--- config.mk ---
export PLATFORM = sky130hd
export DESIGN_NAME = mem_arbiter
export DESIGN_NICKNAME = d
export VERILOG_FILES = /design/src/rtl/risc16_pkg.sv /design/src/rtl/arb_tag_pipe.sv /design/src/rtl/mem_arbiter.sv
export SDC_FILE = /design/constraint.sdc
export NUM_CORES = 1
export LEC_CHECK = 0
export BUFFER_PORTS_ARGS = -buffer_cell sky130_fd_sc_hd__clkbuf_2
export CORE_MARGIN = 5
export CORE_UTILIZATION = 30
export CTS_CLUSTER_DIAMETER = 200
export DETAILED_ROUTE_END_ITERATION = 8
export GPL_TIMING_DRIVEN = 0
export PLACE_DENSITY = 0.87
export SYNTH_ARGS = -nofsm -noshare
export SYNTH_HDL_FRONTEND = slang
export SYNTH_SLANG_ARGS = --single-unit
--- constraint.sdc ---
create_clock -name clk -period 4.5 [get_ports clk]
set_input_delay 0.9 -clock clk [delete_from_list [all_inputs] [get_ports clk]]
set_output_delay 0.9 -clock clk [all_outputs]
set_load 0.02 [all_outputs]
--- src/rtl/risc16_pkg.sv ---
// Shared types and constants for the risc16 memory subsystem.
//   req_id_t   : which requester owns a memory transaction (fetch or data)
//   WE_*       : d_we encodings (none/read, word, even byte, odd byte)
//   mem_cmd_t  : one cycle of shared-memory command
package risc16_pkg;

    localparam int unsigned ADDR_W   = 16;
    localparam int unsigned DATA_W   = 16;
    localparam int unsigned WE_W     = 2;
    localparam int unsigned STREAK_W = 4;

    typedef enum logic {
        REQ_I = 1'b0,
        REQ_D = 1'b1
    } req_id_t;

    localparam logic [WE_W-1:0] WE_NONE = 2'b00;
    localparam logic [WE_W-1:0] WE_WORD = 2'b11;
    localparam logic [WE_W-1:0] WE_EVEN = 2'b01;
    localparam logic [WE_W-1:0] WE_ODD  = 2'b10;

    typedef struct packed {
        logic [ADDR_W-1:0] addr;
        logic              oe;
        logic [WE_W-1:0]   we;
        logic [DATA_W-1:0] dout;
    } mem_cmd_t;

endpackage

--- src/rtl/arb_tag_pipe.sv ---
// Read-tag delay line: carries (valid, requester id) of each granted read
// DEPTH cycles so the returning m_din can be steered to the right port.
//   clk, rst            : clock, async active-high reset (clears all valids)
//   in_valid, in_id     : tag entering in the grant cycle
//   out_valid, out_id   : tag leaving exactly DEPTH cycles later
module arb_tag_pipe
    import risc16_pkg::*;
#(
    parameter int unsigned DEPTH = 1
) (
    input  logic    clk,
    input  logic    rst,
    input  logic    in_valid,
    input  req_id_t in_id,
    output logic    out_valid,
    output req_id_t out_id
);

    logic [DEPTH-1:0] valid_q;
    logic [DEPTH-1:0] id_q;

    // Shift register; stage 0 captures the grant-cycle tag.
    always_ff @(posedge clk or posedge rst) begin
        if (rst) begin
            valid_q <= '0;
            id_q    <= '0;
        end else begin
            valid_q[0] <= in_valid;
            id_q[0]    <= in_id;
            for (int unsigned i = 1; i < DEPTH; i++) begin
                valid_q[i] <= valid_q[i-1];
                id_q[i]    <= id_q[i-1];
            end
        end
    end

    assign out_valid = valid_q[DEPTH-1];
    assign out_id    = req_id_t'(id_q[DEPTH-1]);

endmodule

--- src/rtl/mem_arbiter.sv ---
// Two-port (fetch / data) arbiter onto one pipelined shared memory.
// Data wins ties until it has taken D_BURST_MAX grants in a row while fetch
// waits; then fetch gets one slot. Reads return MEM_LAT cycles after grant.
//   clk, rst                         : clock, async active-high reset
//   i_req/i_addr -> i_gnt            : fetch request and combinational grant
//   i_rvalid/i_rdata                 : fetch read return
//   d_req/d_addr/d_we/d_wdata -> d_gnt : data request and combinational grant
//   d_rvalid/d_rdata                 : data read return
//   m_addr/m_oe/m_we/m_dout          : memory command in the grant cycle
//   m_din                            : memory read data, MEM_LAT cycles later
module mem_arbiter
    import risc16_pkg::*;
#(
    parameter int unsigned MEM_LAT     = 1,
    parameter int unsigned D_BURST_MAX = 4
) (
    input  logic              clk,
    input  logic              rst,
    input  logic              i_req,
    input  logic [ADDR_W-1:0] i_addr,
    output logic              i_gnt,
    output logic              i_rvalid,
    output logic [DATA_W-1:0] i_rdata,
    input  logic              d_req,
    input  logic [ADDR_W-1:0] d_addr,
    input  logic [WE_W-1:0]   d_we,
    input  logic [DATA_W-1:0] d_wdata,
    output logic              d_gnt,
    output logic              d_rvalid,
    output logic [DATA_W-1:0] d_rdata,
    output logic [ADDR_W-1:0] m_addr,
    output logic              m_oe,
    output logic [WE_W-1:0]   m_we,
    output logic [DATA_W-1:0] m_dout,
    input  logic [DATA_W-1:0] m_din
);

    localparam logic [STREAK_W-1:0] STREAK_MAX = STREAK_W'(D_BURST_MAX);

    logic [STREAK_W-1:0] d_streak;
    logic [STREAK_W-1:0] d_streak_next;
    logic                grant_i;
    logic                grant_d;
    mem_cmd_t            cmd;
    logic                rd_valid;
    req_id_t             rd_id;
    logic                ret_valid;
    req_id_t             ret_id;

    // Streak register: consecutive data grants taken while fetch was waiting.
    always_ff @(posedge clk or posedge rst) begin
        if (rst) begin
            d_streak <= '0;
        end else begin
            d_streak <= d_streak_next;
        end
    end

    // Arbitration; gated by rst so grants drop the instant reset asserts.
    always_comb begin
        grant_i = 1'b0;
        grant_d = 1'b0;
        if (!rst) begin
            if (i_req && d_req) begin
                if (d_streak == STREAK_MAX) begin
                    grant_i = 1'b1;
                end else begin
                    grant_d = 1'b1;
                end
            end else begin
                grant_i = i_req;
                grant_d = d_req;
            end
        end
    end

    // Streak only grows while fetch is actually waiting; saturates at the cap.
    always_comb begin
        d_streak_next = d_streak;
        if (!i_req || grant_i) begin
            d_streak_next = '0;
        end else if (grant_d && (d_streak < STREAK_MAX)) begin
            d_streak_next = d_streak + STREAK_W'(1);
        end
    end

    // Memory command from the granted requester; all-zero when idle.
    always_comb begin
        cmd = '0;
        if (grant_i) begin
            cmd.addr = i_addr;
            cmd.oe   = 1'b1;
        end else if (grant_d) begin
            cmd.addr = d_addr;
            cmd.oe   = (d_we == WE_NONE);
            cmd.we   = d_we;
            cmd.dout = d_wdata;
        end
    end

    assign rd_valid = grant_i || (grant_d && (d_we == WE_NONE));
    assign rd_id    = grant_d ? REQ_D : REQ_I;

    arb_tag_pipe #(
        .DEPTH (MEM_LAT)
    ) u_tag_pipe (
        .clk       (clk),
        .rst       (rst),
        .in_valid  (rd_valid),
        .in_id     (rd_id),
        .out_valid (ret_valid),
        .out_id    (ret_id)
    );

    assign i_gnt    = grant_i;
    assign d_gnt    = grant_d;
    assign m_addr   = cmd.addr;
    assign m_oe     = cmd.oe;
    assign m_we     = cmd.we;
    assign m_dout   = cmd.dout;

    // Returning data steered by the tag; rdata is zero when not valid.
    assign i_rvalid = ret_valid && (ret_id == REQ_I);
    assign d_rvalid = ret_valid && (ret_id == REQ_D);
    assign i_rdata  = i_rvalid ? m_din : '0;
    assign d_rdata  = d_rvalid ? m_din : '0;

endmodule
==> results of run 1 <==
## layout make-up
| type | count | area share (%) |
|---|---|---|
| Buffer | 8 | 3.04 |
| Clock buffer | 3 | 1.40 |
| Inverter | 5 | 1.17 |
| Multi-Input combinational cell | 85 | 38.9 |
| Sequential cell | 6 | 9.36 |
| Tap cell | 31 | 2.42 |
| Timing Repair Buffer | 140 | 43.7 |
## power by group through the flow
stage	logic (W)	clock network (W)	registers, W
floorplan	0.0000682	0	0.0000583
global placement	0.000126	0	0.0000592
CTS	0.000128	0.0000494	0.0000584
finish	0.000127	0.0000489	0.0000583
detailed placement	0.000128	0	0.0000592
global route	0.000139	0.0000527	0.0000588
## path summary, 6_finish.rpt
kind / end / cells past startpoint
max reg2reg: u_tag_pipe.out_valid$_DFF_PP0_ / 7
max: m_oe / 7
min in group asynchronous: d_streak[3]$_DFFE_PP0P_ / 2
min reg2reg: d_streak[1]$_DFFE_PP0P_ / 2
max in group asynchronous: u_tag_pipe.out_id$_DFF_PP0_ / 2
min: d_streak[1]$_DFFE_PP0P_ / 2
## sequential cells by signal, indices dropped and copies added (netlist names)
register and flops:
u_tag_pipe.out_valid 1, d_streak 4, u_tag_pipe.out_id 1
## kinds of logic after synthesis
group	count (synthesis)
fa+ha+maj	2
flops	6
xor+xnor	1
buf+inv	13
compound gates	22
mux	1
simple gates	59
## stage by stage
stage                     util [%]  instances  instance area, um2  setup slack, ns  hold slack, ns
final                         58.7        278                1600             1.48           0.573
after CTS                     58.7        278                1600             1.47           0.580
after global placement        57.8        275                1580             1.49           0.533
after global routing          58.7        278                1600             1.37           0.614
after detailed placement      57.8        275                1580             1.47           0.566
after floorplan                  -        104                 842             1.79           0.513
## cells in the final DEF (no fill, tap or decap)
master,Yosys,final
clkbuf_2,0,140
and2_1,35,35
a22o_1,16,16
and3_1,16,16
dfrtp_1,6,6
nor2_1,5,5
inv_1,4,4
buf_2,3,3
clkbuf_1,3,3
clkbuf_4,0,3
buf_6,2,2
ha_1,2,2
inv_2,1,1
o21ai_1,1,1
a41o_1,1,1
nor4b_2,1,1
xnor2_1,1,1
mux2i_1,1,1
nand3b_4,1,1
a211oi_4,1,1
o211a_1,1,1
a21o_1,1,1
nor2b_1,1,1
a41oi_1,1,1
## per-layer routing
metal / routed length [um] / up-vias / part of all wire (%) / track usage, %
li1: - / 653 / - / -
met1: 1150 / 567 / 32 / 16.7
met2: 1940 / 80 / 54 / 35.0
met3: 458 / 10 / 13 / 6.47
met4: 79 / 0 / 2.2 / 7.16
met5: 0 / - / 0 / 0
## critical path: stages
cell and delay [ns]:
clkbuf_2 0.14, inv_2 0.16, o211a_1 0.16, buf_2 0.19, buf_2 0.22, a21o_1 0.16
clkbuf_2 0.18
==> out/results.tsv, run 1 <==
metric	value	unit
Main synth FF type	dfrtp_1	
combinational group share of total power	54.2	%
die height	63.0	um
CP required	3.60	ns
drt via density	4.71	
area of the multi-input gates	624	um2
EDFF count, synth	0	
Antenna Cells	0	
Startpoint Class	input port	
clk_lat worst skew	0.24	ns
Post-CTS Setup Bufs	0	
gpl congestion	0.844	
Die Area	0.00397	mm2
Clock power frac	20.9	%
Crit. End Element	primary output	
syn_nets	176	
RSZ-0062 raised after global routing	false	
largest family of logic cells by synthesized area	simple AND/OR/NAND/NOR gates	
core area	0.00273	mm2
first-pass GRT wire length	6070	um
Initial Utilization	30.8	%
top cells by count, synth	and2_1 (35), a22o_1 (16), and3_1 (16)	
final period utilization	67.1	%
DR iter-0 viols	48	
post-route setup TNS	0	ns
max cap viols	0	
number of buffers created by CTS	3	
HP Start	d_streak[1]$_DFFE_PP0P_	
Tmin final	3.02	ns
P_leak	1.07	nW
Routed WL per cell	13.0	um
post-synth top area share	26.0	%
Hold Vio Cnt, Final	0	
Switching Share	39.2	%
reg2reg setup slack	2.82	ns
Setup violations, final	0	
aggregate global-route resource usage	18.1	%
Post-Syn Area	842	um2
top-count cell post-synth	and2_1	
synth top area cells	and2_1 (26%), dfrtp_1 (18%), a22o_1 (17%)	
Final nets	321	
vias in the first global route	1382	
xor and xnor area share after synthesis	1.04	%
Max Clk Rate	331	MHz
Net Switching	0.0000918	W
CTS clk-pin slew, worst paths	0.04	ns
post-synthesis sequential area ratio	17.8	%
Synth Area in Simple Gates	45.0	%
final clock skew	0.00295	ns
clk sinks	6	
P&R area growth vs syn	90.5	%
yosys synthesis warning count	0	
DRT Wirelength	3630	um
CTS Root Cell	clkbuf_4	
Synth Area in Compound Gates	23.9	%
CTS tree	built	
gr ovfl total	0	
mux cell area share after synthesis	1.19	%
Initial DRT Pass Iterations	4	
sequential share of power	24.9	%
fin. max-slew vios	0	
pwr dens	146	mW/mm2
Final Total Pwr	0.000234	W
number of gates resized after cts	0	
Slew headroom	72.3	%
hold crit path type	flop to flop	
fraction of layout cells with a size suffix above 1	61.5	%
post-DP HPWL	3290	um
Yosys top cell by area	and2_1	
Synth Area in Adders	2.97	%
hold_buf cts	0	
synthesized instance count	104	
synth unique cells	22	
P_int	0.000142	W
Critical Path AT	2.12	ns
r2r startpoint	d_streak[0]$_DFFE_PP0P_	
filler cell count	257	
via count	1310	
FF+latch count, synth	6	
largest net degree at the start of global routing	12	
CP startpoint	rst	
die width	63.0	um
antenna violations before repair	0	
synthesized area per cell	8.10	um2
storage element area	150	um2
Post-synth ARST share	100	%
Site Rows	19	
CP Max Fanout	11	
I/O Pins	141	
clk buf depth	2	
Peak VDD IR	0.0983	mV
H-tree depth	1	
ANT nets after route	0	
DRC violations left	0	
Port Buffer Count	140	
Worst-Margin Slew	0.414	ns
critical path class	input port to primary output	
outcome	finished, final reports clean	
Power figures use the tool's default switching activity.
==> run 2: changes to the inputs <==
CORE_UTILIZATION = 28   (was 30)
PLACE_DENSITY = 0.82   (was 0.87)
clock period = 2.9 ns   (was 4.5 ns; I/O delays follow)
==> out/results.tsv, run 2 (synthesized netlist as in run 1, its figures left out) <==
metric	value	unit	change
Port Buffer Count	140		unchanged
Routed WL per cell	12.4	um	was 13.0 um
first-pass GRT wire length	5270	um	was 6070 um
vias in the first global route	1319		was 1382
RSZ-0062 raised after global routing	false		unchanged
CP required	2.32	ns	was 3.60 ns
post-route setup TNS	0	ns	unchanged
gpl congestion	0.683		was 0.844
Slew headroom	72.6	%	was 72.3%
Die Area	0.00420	mm2	was 0.00397 mm2
fin. max-slew vios	0		unchanged
final clock skew	0.00186	ns	was 0.00295 ns
final period utilization	88.2	%	
CTS clk-pin slew, worst paths	0.05	ns	was 0.04 ns
Tmin final	2.56	ns	
critical path class	flop to primary output		was input port to primary output
max cap viols	0		unchanged
H-tree depth	1		unchanged
drt via density	4.79		was 4.71
P&R area growth vs syn	90.8	%	was 90.5%
aggregate global-route resource usage	15.4	%	was 18.1%
commonest non-fill, non-tap cell in the layout	clkbuf_2		unchanged
gr ovfl total	0		unchanged
Startpoint Class	flop		was input port
Site Rows	20		was 19
final core utilization	53.9	%	was 58.7%
reg2reg setup slack	1.21	ns	was 2.82 ns
die width	64.8	um	was 63.0 um
post-DP HPWL	3140	um	was 3290 um
via count	1342		was 1310
Top reg by flops	d_streak		unchanged
Initial DRT Pass Iterations	4		unchanged
Antenna Cells	0		unchanged
P_leak	1.07	nW	unchanged
DRC violations left	0		unchanged
filler cell count	291		was 257
CTS Root Cell	clkbuf_4		unchanged
leading cell types in the layout, fill and taps excluded	clkbuf_2 (140), and2_1 (35), a22o_1 (16), and3_1 (16), dfrtp_1 (6)		unchanged
I/O Pins	141		unchanged
hold crit path type	input port to async pin		was flop to flop
CP Max Fanout	10		was 11
outcome	finished, final reports clean		unchanged
number of buffers created by CTS	3		unchanged
Setup violations, final	0		unchanged
Critical Path AT	1.98	ns	was 2.12 ns
Max Clk Rate	391	MHz	
ANT nets after route	0		unchanged
hold_buf cts	0		unchanged
clk buf depth	2		unchanged
r2r worst-path depth	7		unchanged
Worst-Margin Slew	0.409	ns	was 0.414 ns
pwr dens	227	mW/mm2	was 146 mW/mm2
Crit. End Element	primary output		unchanged
r2r startpoint	d_streak[0]$_DFFE_PP0P_		unchanged
die height	64.8	um	was 63.0 um
DRT Wirelength	3480	um	was 3630 um
max reg flops	4		unchanged
Hold Vio Cnt, Final	0		unchanged
core area	0.00298	mm2	was 0.00273 mm2
DR iter-0 viols	11		was 48
Initial Utilization	28.3	%	was 30.8%
Peak VDD IR	0.143	mV	was 0.0983 mV
CP startpoint	d_streak[0]$_DFFE_PP0P_		was rst
clk sinks	6		unchanged
Reg2Reg Capture Point	u_tag_pipe.out_valid$_DFF_PP0_		unchanged
number of gates resized after cts	0		unchanged
fraction of layout cells with a size suffix above 1	61.5	%	unchanged
Post-CTS Setup Bufs	0		unchanged
Final nets	321		unchanged
largest net degree at the start of global routing	12		unchanged
CTS tree	built		unchanged
antenna violations before repair	0		unchanged
clk_lat worst skew	0.24	ns	about the same
-- run 2: how the worst max path moves through the flow --
stage	slack, ns	endpoint	cells past startpoint
after floorplan	0.75	m_addr[1]	6
after global placement	0.48	m_oe	7
after CTS	0.32	m_oe	8
final	0.34	m_addr[1]	7
after detailed placement	0.44	m_oe	7
after global routing	0.24	m_addr[1]	7
-- run 2: per-layer routing --
layer	vias to the layer above	global-route usage, %	wire [um]
met1	591	14.2	1170
li1	654	-	-
met3	4	4.51	502
met4	0	5.54	34
met2	93	31.3	1780
met5	-	0	0
-- run 2: final cells by class --
| class | instances | area (um2) | area share [%] |
|---|---|---|---|
| inverters | 5 | 18.8 | 1.17 |
| multi-input cells | 85 | 624 | 38.9 |
| flip-flops and latches | 6 | 150 | 9.35 |
| clock buffers | 3 | 22.5 | 1.40 |
| well taps | 33 | 41.3 | 2.57 |
| plain buffers | 8 | 48.8 | 3.04 |
| repair buffers | 140 | 701 | 43.6 |
-- run 2: worst max-delay path, cell delays in order (launching register included) --
cell      delay [ns]
dfrtp_1         0.40
inv_1           0.07
ha_1            0.21
nand3b_4        0.11
a211oi_4        0.43
buf_6           0.20
a22o_1          0.15
clkbuf_2        0.17
-- run 2: through the flow --
step | power, W | hold WS [ns] | area (um2) | std cells | setup WS, ns
floorplan | 0.000196 | 0.351 | 842 | 104 | 0.747
global placement | 0.000288 | 0.536 | 1580 | 277 | 0.476
detailed placement | 0.000291 | 0.539 | 1580 | 277 | 0.442
CTS | 0.000369 | 0.280 | 1610 | 280 | 0.317
global route | 0.000390 | 0.299 | 1610 | 280 | 0.236
finish | 0.000365 | 0.277 | 1610 | 280 | 0.341
-- run 2: where the power goes --
group          leakage [nW]  switching [W]  internal [W]   total, W
logic                 0.979       0.000109     0.0000877   0.000196
registers            0.0815     0.00000417     0.0000866  0.0000908
clock network        0.0138      0.0000306     0.0000468  0.0000775
